[src/rtl/uart_tx_sched_pkg.sv]
// Shared types and constants for the UART TX scheduler.
package uart_tx_sched_pkg;

  localparam int NUM_REQ = 2;

  typedef enum logic [2:0] {
    IDLE,
    ISSUE,
    WAIT_ACK,
    WAIT_DONE,
    GAP
  } sched_state_t;

endpackage

[src/rtl/uart_tx_rr_arb.sv]
// Two-way round-robin write arbiter in front of the shared TX FIFO.
// One grant at most per cycle; nothing is granted while the FIFO is full
// or during a synchronous clear.
module uart_tx_rr_arb
  import uart_tx_sched_pkg::*;
#(
  parameter int WIDTH = 8
) (
  input  logic               clk,
  input  logic               reset_n,
  input  logic               sync_reset,
  input  logic [NUM_REQ-1:0] i_valid,
  input  logic [WIDTH-1:0]   i_data0,
  input  logic [WIDTH-1:0]   i_data1,
  input  logic               i_full,
  output logic [NUM_REQ-1:0] o_grant,
  output logic               o_accept,
  output logic [WIDTH-1:0]   o_data
);

  logic               r_rr_last;
  logic [NUM_REQ-1:0] w_grant;

  // Grant selection: a lone requester wins, contention goes to the one not served last.
  always_comb begin
    w_grant = '0;
    if (reset_n && !sync_reset && !i_full) begin
      if (&i_valid) begin
        w_grant = r_rr_last ? 2'b01 : 2'b10;
      end else begin
        w_grant = i_valid;
      end
    end
  end

  // Remember the last granted index; reset value 1 makes requester 0 win first.
  always_ff @(posedge clk or negedge reset_n) begin
    if (!reset_n) begin
      r_rr_last <= 1'b1;
    end else if (sync_reset) begin
      r_rr_last <= 1'b1;
    end else if (|w_grant) begin
      r_rr_last <= w_grant[1];
    end
  end

  assign o_grant  = w_grant;
  assign o_accept = |w_grant;
  assign o_data   = w_grant[1] ? i_data1 : i_data0;

endmodule

[src/rtl/uart_tx_scheduler.sv]
// UART TX scheduler: arbitrates two byte producers onto one TX FIFO and
// drains the FIFO one byte at a time into the UART transmitter core.
// Optional per-requester push counters: define UART_TX_SCHED_STATS_EN.
module uart_tx_scheduler
  import uart_tx_sched_pkg::*;
#(
  parameter int WIDTH       = 8,
  parameter int GAP_CYCLES  = 0,
  parameter int ACK_TIMEOUT = 64
) (
  input  logic             clk,
  input  logic             reset_n,
  input  logic             sync_reset,
  input  logic             enable,
`ifdef UART_TX_SCHED_STATS_EN
  input  logic             stats_clear,
  output logic [15:0]      tx_count0,
  output logic [15:0]      tx_count1,
`endif
  input  logic             req0_valid,
  input  logic [WIDTH-1:0] req0_data,
  output logic             req0_ready,
  input  logic             req1_valid,
  input  logic [WIDTH-1:0] req1_data,
  output logic             req1_ready,
  output logic             fifo_write,
  output logic [WIDTH-1:0] fifo_data_in,
  output logic             fifo_read,
  input  logic [WIDTH-1:0] fifo_top_data_out,
  input  logic             fifo_not_empty,
  input  logic             fifo_full,
  output logic             tx_start,
  output logic [WIDTH-1:0] tx_data,
  input  logic             tx_active,
  output logic             tx_err
);

  // A zero-valued parameter would give a zero-width counter; keep at least one bit.
  localparam int TO_W  = (ACK_TIMEOUT > 0) ? $clog2(ACK_TIMEOUT + 1) : 1;
  localparam int GAP_W = (GAP_CYCLES > 0) ? $clog2(GAP_CYCLES + 1) : 1;

  logic [NUM_REQ-1:0] w_grant;
  logic               w_accept;

  uart_tx_rr_arb #(
    .WIDTH(WIDTH)
  ) u_arb (
    .clk       (clk),
    .reset_n   (reset_n),
    .sync_reset(sync_reset),
    .i_valid   ({req1_valid, req0_valid}),
    .i_data0   (req0_data),
    .i_data1   (req1_data),
    .i_full    (fifo_full),
    .o_grant   (w_grant),
    .o_accept  (w_accept),
    .o_data    (fifo_data_in)
  );

  assign req0_ready = w_grant[0];
  assign req1_ready = w_grant[1];
  assign fifo_write = w_accept;

  sched_state_t     r_state, w_next;
  logic [WIDTH-1:0] r_tx_data, w_tx_data_nx;
  logic             r_tx_err, w_tx_err_nx;
  logic [TO_W-1:0]  r_to_cnt, w_to_nx, w_to_inc;
  logic [GAP_W-1:0] r_gap_cnt, w_gap_nx;
  logic             w_fifo_read, w_tx_start;

  // Drain sequencing: next state, strobes and next register values.
  always_comb begin
    w_next       = r_state;
    w_fifo_read  = 1'b0;
    w_tx_start   = 1'b0;
    w_tx_data_nx = r_tx_data;
    w_tx_err_nx  = r_tx_err;
    w_to_nx      = r_to_cnt;
    w_gap_nx     = r_gap_cnt;
    w_to_inc     = r_to_cnt + 1'b1;
    case (r_state)
      IDLE: begin
        if (enable && fifo_not_empty) begin
          w_fifo_read  = 1'b1;
          w_tx_data_nx = fifo_top_data_out;
          w_next       = ISSUE;
        end
      end
      ISSUE: begin
        w_tx_start = 1'b1;
        w_to_nx    = '0;
        w_next     = WAIT_ACK;
      end
      WAIT_ACK: begin
        if (tx_active) begin
          w_next = WAIT_DONE;
        end else begin
          w_to_nx = w_to_inc;
          // Abandon the byte on the edge where the count reaches its limit.
          if (w_to_inc == TO_W'(ACK_TIMEOUT - 1)) begin
            w_tx_err_nx = 1'b1;
            w_next      = IDLE;
          end
        end
      end
      WAIT_DONE: begin
        if (!tx_active) begin
          w_gap_nx = '0;
          w_next   = (GAP_CYCLES == 0) ? IDLE : GAP;
        end
      end
      GAP: begin
        if (r_gap_cnt == GAP_W'(GAP_CYCLES - 1)) begin
          w_gap_nx = '0;
          w_next   = IDLE;
        end else begin
          w_gap_nx = r_gap_cnt + 1'b1;
        end
      end
      default: w_next = IDLE;
    endcase
    // Synchronous clear overrides everything, including an in-flight byte.
    if (sync_reset) begin
      w_next       = IDLE;
      w_fifo_read  = 1'b0;
      w_tx_start   = 1'b0;
      w_tx_data_nx = '0;
      w_tx_err_nx  = 1'b0;
      w_to_nx      = '0;
      w_gap_nx     = '0;
    end
  end

  // State and datapath registers.
  always_ff @(posedge clk or negedge reset_n) begin
    if (!reset_n) begin
      r_state   <= IDLE;
      r_tx_data <= '0;
      r_tx_err  <= 1'b0;
      r_to_cnt  <= '0;
      r_gap_cnt <= '0;
    end else begin
      r_state   <= w_next;
      r_tx_data <= w_tx_data_nx;
      r_tx_err  <= w_tx_err_nx;
      r_to_cnt  <= w_to_nx;
      r_gap_cnt <= w_gap_nx;
    end
  end

  assign fifo_read = w_fifo_read;
  assign tx_start  = w_tx_start;
  assign tx_data   = r_tx_data;
  assign tx_err    = r_tx_err;

`ifdef UART_TX_SCHED_STATS_EN
  logic [15:0] r_cnt0, r_cnt1;

  // Per-requester accepted-push counters; clear wins over a same-cycle push.
  always_ff @(posedge clk or negedge reset_n) begin
    if (!reset_n) begin
      r_cnt0 <= '0;
      r_cnt1 <= '0;
    end else if (sync_reset || stats_clear) begin
      r_cnt0 <= '0;
      r_cnt1 <= '0;
    end else begin
      if (w_grant[0]) r_cnt0 <= r_cnt0 + 16'd1;
      if (w_grant[1]) r_cnt1 <= r_cnt1 + 16'd1;
    end
  end

  assign tx_count0 = r_cnt0;
  assign tx_count1 = r_cnt1;
`endif

endmodule

[config.mk]
export PLATFORM = sky130hd
export DESIGN_NAME = uart_tx_scheduler
export DESIGN_NICKNAME = d
export VERILOG_FILES = /design/src/rtl/uart_tx_sched_pkg.sv /design/src/rtl/uart_tx_rr_arb.sv /design/src/rtl/uart_tx_scheduler.sv
export SDC_FILE = /design/constraint.sdc
export NUM_CORES = 1
export LEC_CHECK = 0
export CELL_PAD_IN_SITES_DETAIL_PLACEMENT = 1
export CELL_PAD_IN_SITES_GLOBAL_PLACEMENT = 2
export CORE_UTILIZATION = 23
export CTS_BUF_LIST = sky130_fd_sc_hd__clkbuf_4
export DETAILED_ROUTE_END_ITERATION = 12
export PLACE_DENSITY_LB_ADDON = 0.1
export SLEW_MARGIN = 20
export SYNTH_ARGS = -nofsm -noshare
export SYNTH_HDL_FRONTEND = slang
export SYNTH_SLANG_ARGS = --single-unit
[constraint.sdc]
create_clock -name clk -period 2 [get_ports clk]
set_clock_uncertainty 0.2 [all_clocks]
set_input_delay 0.3 -clock clk [delete_from_list [all_inputs] [get_ports clk]]
set_output_delay 0.3 -clock clk [all_outputs]
set_load 0.02 [all_outputs]
# [Word level (Yosys, flattened, before mapping)]
# Index checks and enable logic that the tools add are counted.
[classes] muxes=32 n_reduce_logical=20 eq_ne=11 addsub=2
[op_table] op="8-bit 2-to-1 mux" n=4
[op_table] op="3-bit 2-to-1 mux" n=6
[op_table] op="3-bit case mux with 5 select lines" n=1
[op_table] op="1-bit 2-to-1 mux" n=14
[op_table] op="7-bit 2-to-1 mux" n=2
[op_table] op="7-bit case mux with 2 select lines" n=1
[op_table] op="3-bit != test, second input constant" n=4
[op_table] op="2-bit nonzero test" n=5
[op_table] op="2-bit AND reduction" n=4
[op_table] op="7-bit by 1-bit adder with 7-bit output, second input constant" n=1
[op_table] op="7-bit by 6-bit == test with 1-bit output, second input constant" n=1
[op_table] op="3-bit by 2-bit == test with 1-bit output, second input constant" n=2
[op_table] op="2-bit 2-to-1 mux" n=3
[op_table] op="3-bit nonzero test" n=2
[op_table] op="4-bit != test, second input constant" n=1
[op_table] op="4-bit AND reduction" n=1
[op_table] op="3-bit by 1-bit == test with 1-bit output, second input constant" n=1
[op_table] op="3-bit == test, second input constant" n=1
[op_table] op="1-bit logical AND" n=3
[op_table] op="3-bit logical NOT" n=1
[op_table] op="3-bit AND reduction" n=1
[op_table] op="1-bit logical NOT" n=2
[op_table] op="2-bit != test, second input constant" n=1
[op_table] op="1-bit case mux with 2 select lines" n=1
[op_table] op="other kinds (2)" n=2
[totals] output_inout_bits=22 in_bits=33 ff_bits=21

# [Logic depth before layout (Yosys ltp)]
# Gate-level depths: netlist (run 1).
[logic_depth] ltp_word=7 mapped_depth=6 mapped_depth_nobuf=5

# [Modules after synthesis]
# Synthesis (run 1) repeated with hierarchy kept, for this count alone.
[hier_totals] hier_cells=116 hier_area_um2=1206.2
[by_module_without_submodules] module="uart_tx_scheduler" cells_per_inst=97 instances=1 area_each_um2=977.2
[by_module_without_submodules] module="uart_tx_rr_arb" cells_per_inst=19 instances=1 area_each_um2=229.0

# [Least setup slack after synthesis (run 1)]
# No wires, ideal clock.
[synth_path] kind="reg-to-output" startpoint="reg u_arb.r_rr_last" endpoint="out fifo_data_in[0]" slack_ns=0.257 t_arrival_ns=1.243 path_stages_with_launch=4 path_buffers=0 required_time_ns=1.500 path_cell_list="dfstp_2 nand2_1 nand3_1 mux2_2"
[synth_via] elab_chain_cells=4
[synth_rtl] element="start, declared" line="uart_tx_rr_arb.sv:21" source="logic r_rr_last;"
[synth_rtl] element="start signal, assigned" line="uart_tx_rr_arb.sv:43" source="r_rr_last <= w_grant[1];"
[synth_rtl] element="2-bit 2-to-1 mux" line="uart_tx_rr_arb.sv:29" source="w_grant = r_rr_last ? 2'b01 : 2'b10;"
[synth_rtl] element="2-bit 2-to-1 mux" line="uart_tx_rr_arb.sv:28" source="if (&i_valid) begin"
[synth_rtl] element="2-bit 2-to-1 mux" line="uart_tx_rr_arb.sv:27" source="if (reset_n && !sync_reset && !i_full) begin"
[synth_rtl] element="8-bit 2-to-1 mux" line="uart_tx_rr_arb.sv:49" source="assign o_data = w_grant[1] ? i_data1 : i_data0;"
[synth_rtl] element="end, declared" line="uart_tx_scheduler.sv:27" source="output logic [WIDTH-1:0] fifo_data_in,"
# Every way passes these cells.

# [Final worst setup path (run 1)]
[layout_path] startpoint="reg u_arb.r_rr_last" endpoint="out fifo_data_in[3]"
# Same word-level chain as after synthesis.

==> key figures, run 1 <==
Run status
  – Status: complete, but fails checks
  – Failing checks: setup timing

Worst setup path
  – Worst endpoint data arrival time: ~1600 ps
  – Critical Path Fanout Max: 5
  – Crit start category: flip-flop
  – Most frequent CP cell: buf_6
  – Slowest stage delay, CP: 560 ps
  – Crit. End Element: primary output
  – Slowest cell on crit path: dfstp_2
  – Critical Path RT: approximately 1500 ps
  – Setup CP Type: reg -> out
  – Buf/Inv on CP: 2
  – CP cell instances: nand2_2 > nand3_4 > buf_6 > mux2_4 > buf_6
  – Worst path top cell family by delay: flip-flops

Finish
  – Ant diodes: 0
  – Fin util: a little over 40%
  – Fraction of layout cells with a size suffix above 1: 24.5%
  – Most frequent cells in the layout: clkdlybuf4s50_1 (38), nand2_1 (23), dfrtp_1 (18)
  – Final nets: ~240
  – Post-route cell area: 1940 sq um
  – Commonest non-fill, non-tap cell in the layout: clkdlybuf4s50_1
  – Syn-to-layout area delta: 70.1%

Synthesis
  – Mapped Area: 1140 sq um
  – Main synth FF type: dfrtp_1
  – Yosys cell types: 35
  – Register area share after synthesis: 41.8%
  – Synthesized instance count: between 100 and 150
  – Syn_nets: 165
  – Post-synthesis async set-or-reset flop share: 100%
  – Average size of a mapped cell: approximately 9 sq um
  – Ys Warns: 0
  – EDFF count, synth: 0
  – Post-synthesis sequential element count: 19

STA
  – Final Hold Fails: 0
  – Slew @ Worst Pin: a little over 300 ps
  – Max Transition Viols Final: 0
  – Peak Freq: 472 MHz
  – RSZ-0062 raised after global routing: true
  – Final setup margin: -118 ps
  – Fin crit period: approximately 2100 ps
  – Final setup vio count: 8
  – Slew margin rel.: between 70% and 80%
  – TNS Setup: -863 ps
  – Final period utilization: 106%
  – Fin Hold WS: approximately 330 ps

GRT
  – Grt ovf: 0
  – Tot GR Track Use: between 10% and 20%
  – Number of global-route vias before repair: around 1400
  – Initial antenna violation count: 0
  – Largest net degree at the start of global routing: 23
  – First-pass GRT wire length: just under 7000 um

Floorplanning
  – Chip width: between 70 and 80 um
  – Die footprint: roughly 5200 sq um
  – Initial Util: 24.0%
  – CORE AREA: roughly 4800 sq um
  – Boundary pin count: 55
  – Die height: 72.4 um
  – Row cnt: 25

Place
  – Buffers on Ports: between 50 and 60
  – Area after DPL: roughly 1800 sq um
  – Dpl hpwl: 3140 um
  – Final Wtd Congestion: a little under 0.8

Power
  – VDD IR max: roughly 0.00016 V
  – Power density over cell area: 451 nW/um^2
  – Leakage: 0.863 nW
  – Total power: approximately 880 uW

Clocking
  – H-tree Lvls: 1
  – CTS clk-pin slew, worst paths: approximately 130 ps
  – # clock sinks: 19
  – CTS buffer count: 3
  – Root buf cell: clkbuf_4
  – CTS tree: built
  – Clk buf depth: 2
  – Later-pin clock latency in the skew report: 300 ps

Run
  – Max-Cap Viols: 0

Min path
  – Hold WC Path Type: in -> reg

Detailed routing
  – Pre-antenna DRT Iters: 3
  – Final WL: approximately 4000 um
  – Routed len/inst: ~15 um
  – Post-DRT Antenna Nets: 0
  – DRT iter0 DRCs: 30
  – Via Count: ~1200
  – Drt drc: 0
  – Drt via density: 4.60
[cells in the mapped netlist (all sizes together) (2+ instances only)]
cell type | count | area share, %
o22ai | 3 | 1.6
mux2 | 8 | 7.9
nor3 | 4 | 1.8
nand3 | 5 | 2.6
mux2i | 2 | 1.8
xor2 | 4 | 3.1
clkbuf | 4 | 1.3
inv | 7 | 2.3
dfrtp | 18 | 40
nand2b | 4 | 2.2
buf | 2 | 1.4
nand2 | 24 | 7.9
ha | 2 | 2.2
o21ai | 3 | 1.3
a32oi | 3 | 2.3
or4 | 2 | 1.3
nor2 | 9 | 3.0
a21oi | 11 | 4.8
[per-stage QoR]
step	cells	setup slack (ps)
2_1_floorplan	130	257
3_3_place_gp	260	-692
3_5_place_dp	260	-713
4_1_cts	267	-120
5_1_grt	267	-168
6_report	267	-118
[per-layer routing]
metal  global-route usage (%)  part of all wire, %  vias to the layer above
li1                         -                    -                      590
met1                     19.6                   42                      595
met2                     30.2                   50                       41
met3                     5.28                  7.3                        2
met4                     3.92                 0.52                        0
met5                        0                    0                        -
[logic make-up (layout without fill, tap and decap cells)]
kind of cell | Yosys count | count (layout) | synth area share [%]
muxes | 10 | 10 | 9.66
DFF | 19 | 19 | 41.8
adders and majority gates | 2 | 2 | 2.20
buffers and inverters | 13 | 83 | 5.05
and+or+nand+nor | 55 | 55 | 22.9
xor gates and xnor gates | 5 | 5 | 3.84
AOI/OAI and AO/OA | 26 | 26 | 14.5
[worst min-delay path, delay by kind of cell]
kind | cells | cell delay [ps]
compound gates | 1 | 50
buf+inv | 1 | 400
simple gates | 1 | 60
[flip-flops by register name, summed over array words and instances, names as in the netlist]
| signal | flops |
|---|---|
| u_arb.r_rr_last | 1 |
| tx_data | 8 |
| r_state | 2 |
| tx_err | 1 |
| r_to_cnt | 7 |
[layout make-up]
type | instances | area [sq um]
fill | 585 | 2820
clock buffer | 3 | 22.5
multi-input combinational | 98 | 656
clock inverter | 1 | 5.00
sequential | 19 | 477
tap | 67 | 83.8
timing repair buffer | 72 | 669
inverter | 7 | 26.3
[timing repair]
action                                  CTS  global route
setup buffers                             1             0
cloned                                    1             0
hold buffers                              1             0
endpoints found under the setup margin   13            12
gates resized for setup                  78             8
pin swaps                                 3             0
hold endpoints to repair                 18             0
[worst paths after layout]
path / slack, ps / cells after the start / from / endpoint
setup / recovery: -120 / 5 / u_arb.r_rr_last / fifo_data_in[3]
hold / removal: 330 / 3 / fifo_top_data_out[4] / tx_data[4]
setup reg to reg: 130 / 5 / r_to_cnt[1] / r_state[1]
hold reg to reg: 330 / 2 / tx_data[6] / tx_data[6]
max in group asynchronous: 890 / 3 / reset_n / u_arb.r_rr_last
min in group asynchronous: 440 / 3 / reset_n / r_to_cnt[4]
[power by group]
part | switching (mW) | total, mW | internal, mW
Clock | 0.138 | 0.213 | 0.0746
Sequential | 0.00776 | 0.404 | 0.397
Combinational | 0.116 | 0.258 | 0.142
No activity file was read; power rests on OpenSTA's default activity.
==> inputs of run 2 (changes only) <==
--- a/config.mk
+++ b/config.mk
@@ -9,6 +9,7 @@
 export CELL_PAD_IN_SITES_GLOBAL_PLACEMENT = 2
 export CORE_UTILIZATION = 23
 export CTS_BUF_LIST = sky130_fd_sc_hd__clkbuf_4
+export CTS_CLUSTER_DIAMETER = 60
 export DETAILED_ROUTE_END_ITERATION = 12
 export PLACE_DENSITY_LB_ADDON = 0.1
 export SLEW_MARGIN = 20
==> results of run 2 <==
The final DEF is identical to that of run 1; final timing and power are the same.
==> inputs of run 3 (changes only) <==
--- a/config.mk
+++ b/config.mk
@@ -12,6 +12,7 @@
 export CTS_CLUSTER_DIAMETER = 60
 export DETAILED_ROUTE_END_ITERATION = 12
 export PLACE_DENSITY_LB_ADDON = 0.1
+export REMOVE_ABC_BUFFERS = 1
 export SLEW_MARGIN = 20
 export SYNTH_ARGS = -nofsm -noshare
 export SYNTH_HDL_FRONTEND = slang
==> run 3 against run 2 <==
  * The flow still finishes with violations (setup timing)
  * Flip-flop and latch count unchanged
  * Clock-buffer cell count unchanged
  * Sequential power about the same
  * Global-route usage decreased by 1.3 points
  * Routed wire length decreased by 3.2%
  * Combinational power about the same
  * Register-to-register slack improved by 30 ps
  * Sequential share of layout area decreased by 0.54 points
  * Largest cell class unchanged
==> key figures, run 3 (synthesis gave the netlist of run 1 again) <==
Worst setup path
  – Slowest cell on crit path: dfstp_2
  – Setup CP Type: reg -> out
  – Slowest stage delay, CP: 560 ps (about the same)
  – Crit start category: flip-flop
  – Register-to-Register Path Depth: 5 (unchanged)
  – Crit. End Element: primary output
  – Most frequent CP cell: buf_6
  – Worst R2R End: r_state[1]
  – Critical Path RT: 1500 ps (about the same)
  – Reg-to-reg critical path startpoint: r_to_cnt[0]
  – Worst endpoint data arrival time: 1610 ps (about the same)
  – R2R setup slack: 160 ps (+30 ps)
  – CP cell instances: nand2_2 > nand3_2 > buf_6 > mux2_4 > buf_6
  – Critical Path Fanout Max: 5 (unchanged)

STA
  – Slew @ Worst Pin: 295 ps (-15.4 ps)
  – Final setup margin: -109 ps (+8.63 ps)
  – RSZ-0062 raised after global routing: true
  – Peak Freq: 474 MHz (+0.41%)
  – Max Transition Viols Final: 0 (unchanged)
  – Slew margin rel.: 80.4% (+1.0 points)
  – Final Hold Fails: 0 (unchanged)
  – Fin Hold WS: 316 ps (-11.8 ps)
  – Fin crit period: 2110 ps (-8.63 ps)
  – Final period utilization: 105% (-0.43 points)
  – Final setup vio count: 8 (unchanged)

Finish
  – Fillers: 588 (+0.51%)
  – Syn-to-layout area delta: 74.0%
  – Ant diodes: 0 (unchanged)
  – Commonest non-fill, non-tap cell in the layout: clkdlybuf4s50_1
  – Finished Layout Cells: 271 (+1.5%)
  – Fraction of layout cells with a size suffix above 1: 26.5% (+2.0 points)
  – Fin util: 41.7% (+0.92 points)
  – Most frequent cells in the layout: clkdlybuf4s50_1 (38), nand2_1 (22), buf_4 (19)
  – Max FFs per register: 8 (unchanged)
  – Final nets: 240 (+1.7%)

Detailed routing
  – Pre-antenna DRT Iters: 4 (+1)
  – Drt drc: 0 (unchanged)
  – Post-DRT Antenna Nets: 0 (unchanged)
  – Routed len/inst: 14.4 um (-4.7%)
  – Drt via density: 4.60 (about the same)
  – DRT iter0 DRCs: 60 (+100%)
  – Final WL: 3900 um (-3.2%)
  – Via Count: 1247 (+1.5%)

Min path
  – Hold WC Path Type: in -> reg
  – Worst hold path cell count: 3 (unchanged)
  – Hold_sp: fifo_top_data_out[0]
  – Hold Path Sink: tx_data[0]

Floorplanning
  – Row cnt: 25 (unchanged)
  – Chip width: 72.4 um (unchanged)
  – Die height: 72.4 um (unchanged)
  – Boundary pin count: 55 (unchanged)
  – Initial Util: 24.0% (unchanged)
  – Die footprint: 5240 sq um (unchanged)
  – CORE AREA: 4750 sq um (unchanged)

GRT
  – First-pass GRT wire length: 6380 um (-6.3%)
  – Tot GR Track Use: 15.6% (-1.3 points)
  – Grt ovf: 0 (unchanged)
  – Number of global-route vias before repair: 1371 (-3.1%)
  – Largest net degree at the start of global routing: 23 (unchanged)
  – Initial antenna violation count: 0 (unchanged)

Clocking
  – CTS buffer count: 3 (unchanged)
  – Root buf cell: clkbuf_4
  – H-tree Lvls: 1 (unchanged)
  – Later-pin clock latency in the skew report: 310 ps (about the same)
  – # clock sinks: 19 (unchanged)
  – CTS tree: built
  – CTS clk-pin slew, worst paths: 130 ps (about the same)
  – Clk buf depth: 2 (unchanged)

Power
  – Switching fraction of total power: 29.8% (-0.16 points)
  – Leakage: 0.888 nW (+2.9%)
  – Logic pwr share: 29.7% (+0.2 points)
  – VDD IR max: 0.000179 V (+13%)
  – Clock power share: 24.3% (about the same)
  – Total power: 878 uW (+0.36%)
  – Power density over cell area: 443 nW/um^2 (-1.9%)
  – Psw: 262 uW (-0.19%)
  – Int Power: 617 uW (+0.59%)
  – Reg power frac: 46.0% (-0.2 points)

Place
  – Final Wtd Congestion: 0.814 (+3.5%)
  – Dpl hpwl: 3010 um (-4.1%)
  – Post-Place Cells: 263 (+1.2%)
  – Post-Place Setup Slack: -751 ps (-38.1 ps)
  – Buffers on Ports: 54 (unchanged)

Run status
  – Status: complete, but fails checks
  – Failing checks: setup timing

Run
  – Max-Cap Viols: 0 (unchanged)
## run 3: cell types whose count changed in the layout (fill, tap and decap cells not counted)
cell	before	now
buf_6	10	11
dlygate4sd2_1	3	4
nand2_2	1	2
nand2_1	23	22
nand3_4	1	0
nand3_2	1	3
nand3_1	3	2
nor3b_2	1	0
nor3b_4	0	1
buf_4	16	19
clkbuf_2	2	1
## run 3: worst max-delay path, delay by kind of cell, from the launching register on
| kind | cells | cell delay, ps |
|---|---|---|
| buffers and inverters | 2 | 270 |
| DFF | 1 | 560 |
| muxes | 1 | 310 |
| and+or+nand+nor | 2 | 160 |
## run 3: metal layers
metal	vias to the layer above	wire, um	global-route usage, %
li1	599	-	-
met2	36	2070	28.7
met4	0	21	3.92
met5	-	0	0
met3	2	197	3.47
met1	610	1620	18.3
## run 3: final cells by class
class / count / area [sq um] / share of cell area [%]
clock buffers: 3 / 22.5 / 1.14
clock inverters: 1 / 5.00 / 0.252
inverters: 7 / 26.3 / 1.32
multi-input cells: 98 / 662 / 33.4
flip-flops and latches: 19 / 477 / 24.0
well taps: 67 / 83.8 / 4.23
repair buffers: 76 / 707 / 35.6
## run 3: worst max-delay path by stage
stage | endpoint | slack, ps | startpoint | cells after the start
2_1_floorplan | fifo_read | 190 | r_state[1] | 3
3_3_place_gp | fifo_data_in[1] | -730 | reset_n | 6
3_5_place_dp | fifo_data_in[1] | -750 | reset_n | 6
4_1_cts | fifo_data_in[3] | -150 | u_arb.r_rr_last | 5
5_1_grt | fifo_data_in[5] | -160 | u_arb.r_rr_last | 5
6_report | fifo_data_in[5] | -110 | u_arb.r_rr_last | 5
## run 3: metrics by stage
| stage | TNS, ps | cell area [sq um] |
|---|---|---|
| 5_1_grt | -1180 | 1980 |
| 2_1_floorplan | 0 | 1110 |
| 6_report | -769 | 1980 |
| 3_3_place_gp | -8340 | 1870 |
| 4_1_cts | -1050 | 1930 |
| 3_5_place_dp | -8480 | 1870 |
## run 3: power by group through the flow
stage	Sequential [mW]	Clock, mW	Combinational (mW)
floorplan	0.425	0	0.0672
global placement	0.411	0	0.244
detailed placement	0.412	0	0.248
CTS	0.405	0.226	0.251
global route	0.406	0.238	0.280
finish	0.404	0.213	0.261
## run 3: repair_timing
item | 4_1_cts | 5_1_grt
gates resized for setup | 66 | 20
endpoints found under the hold margin | 18 | 0
hold buffers | 1 | 0
pin swaps | 1 | 0
buffers inserted | 1 | 1
cloned | 1 | 0
setup endpoints to repair | 13 | 12
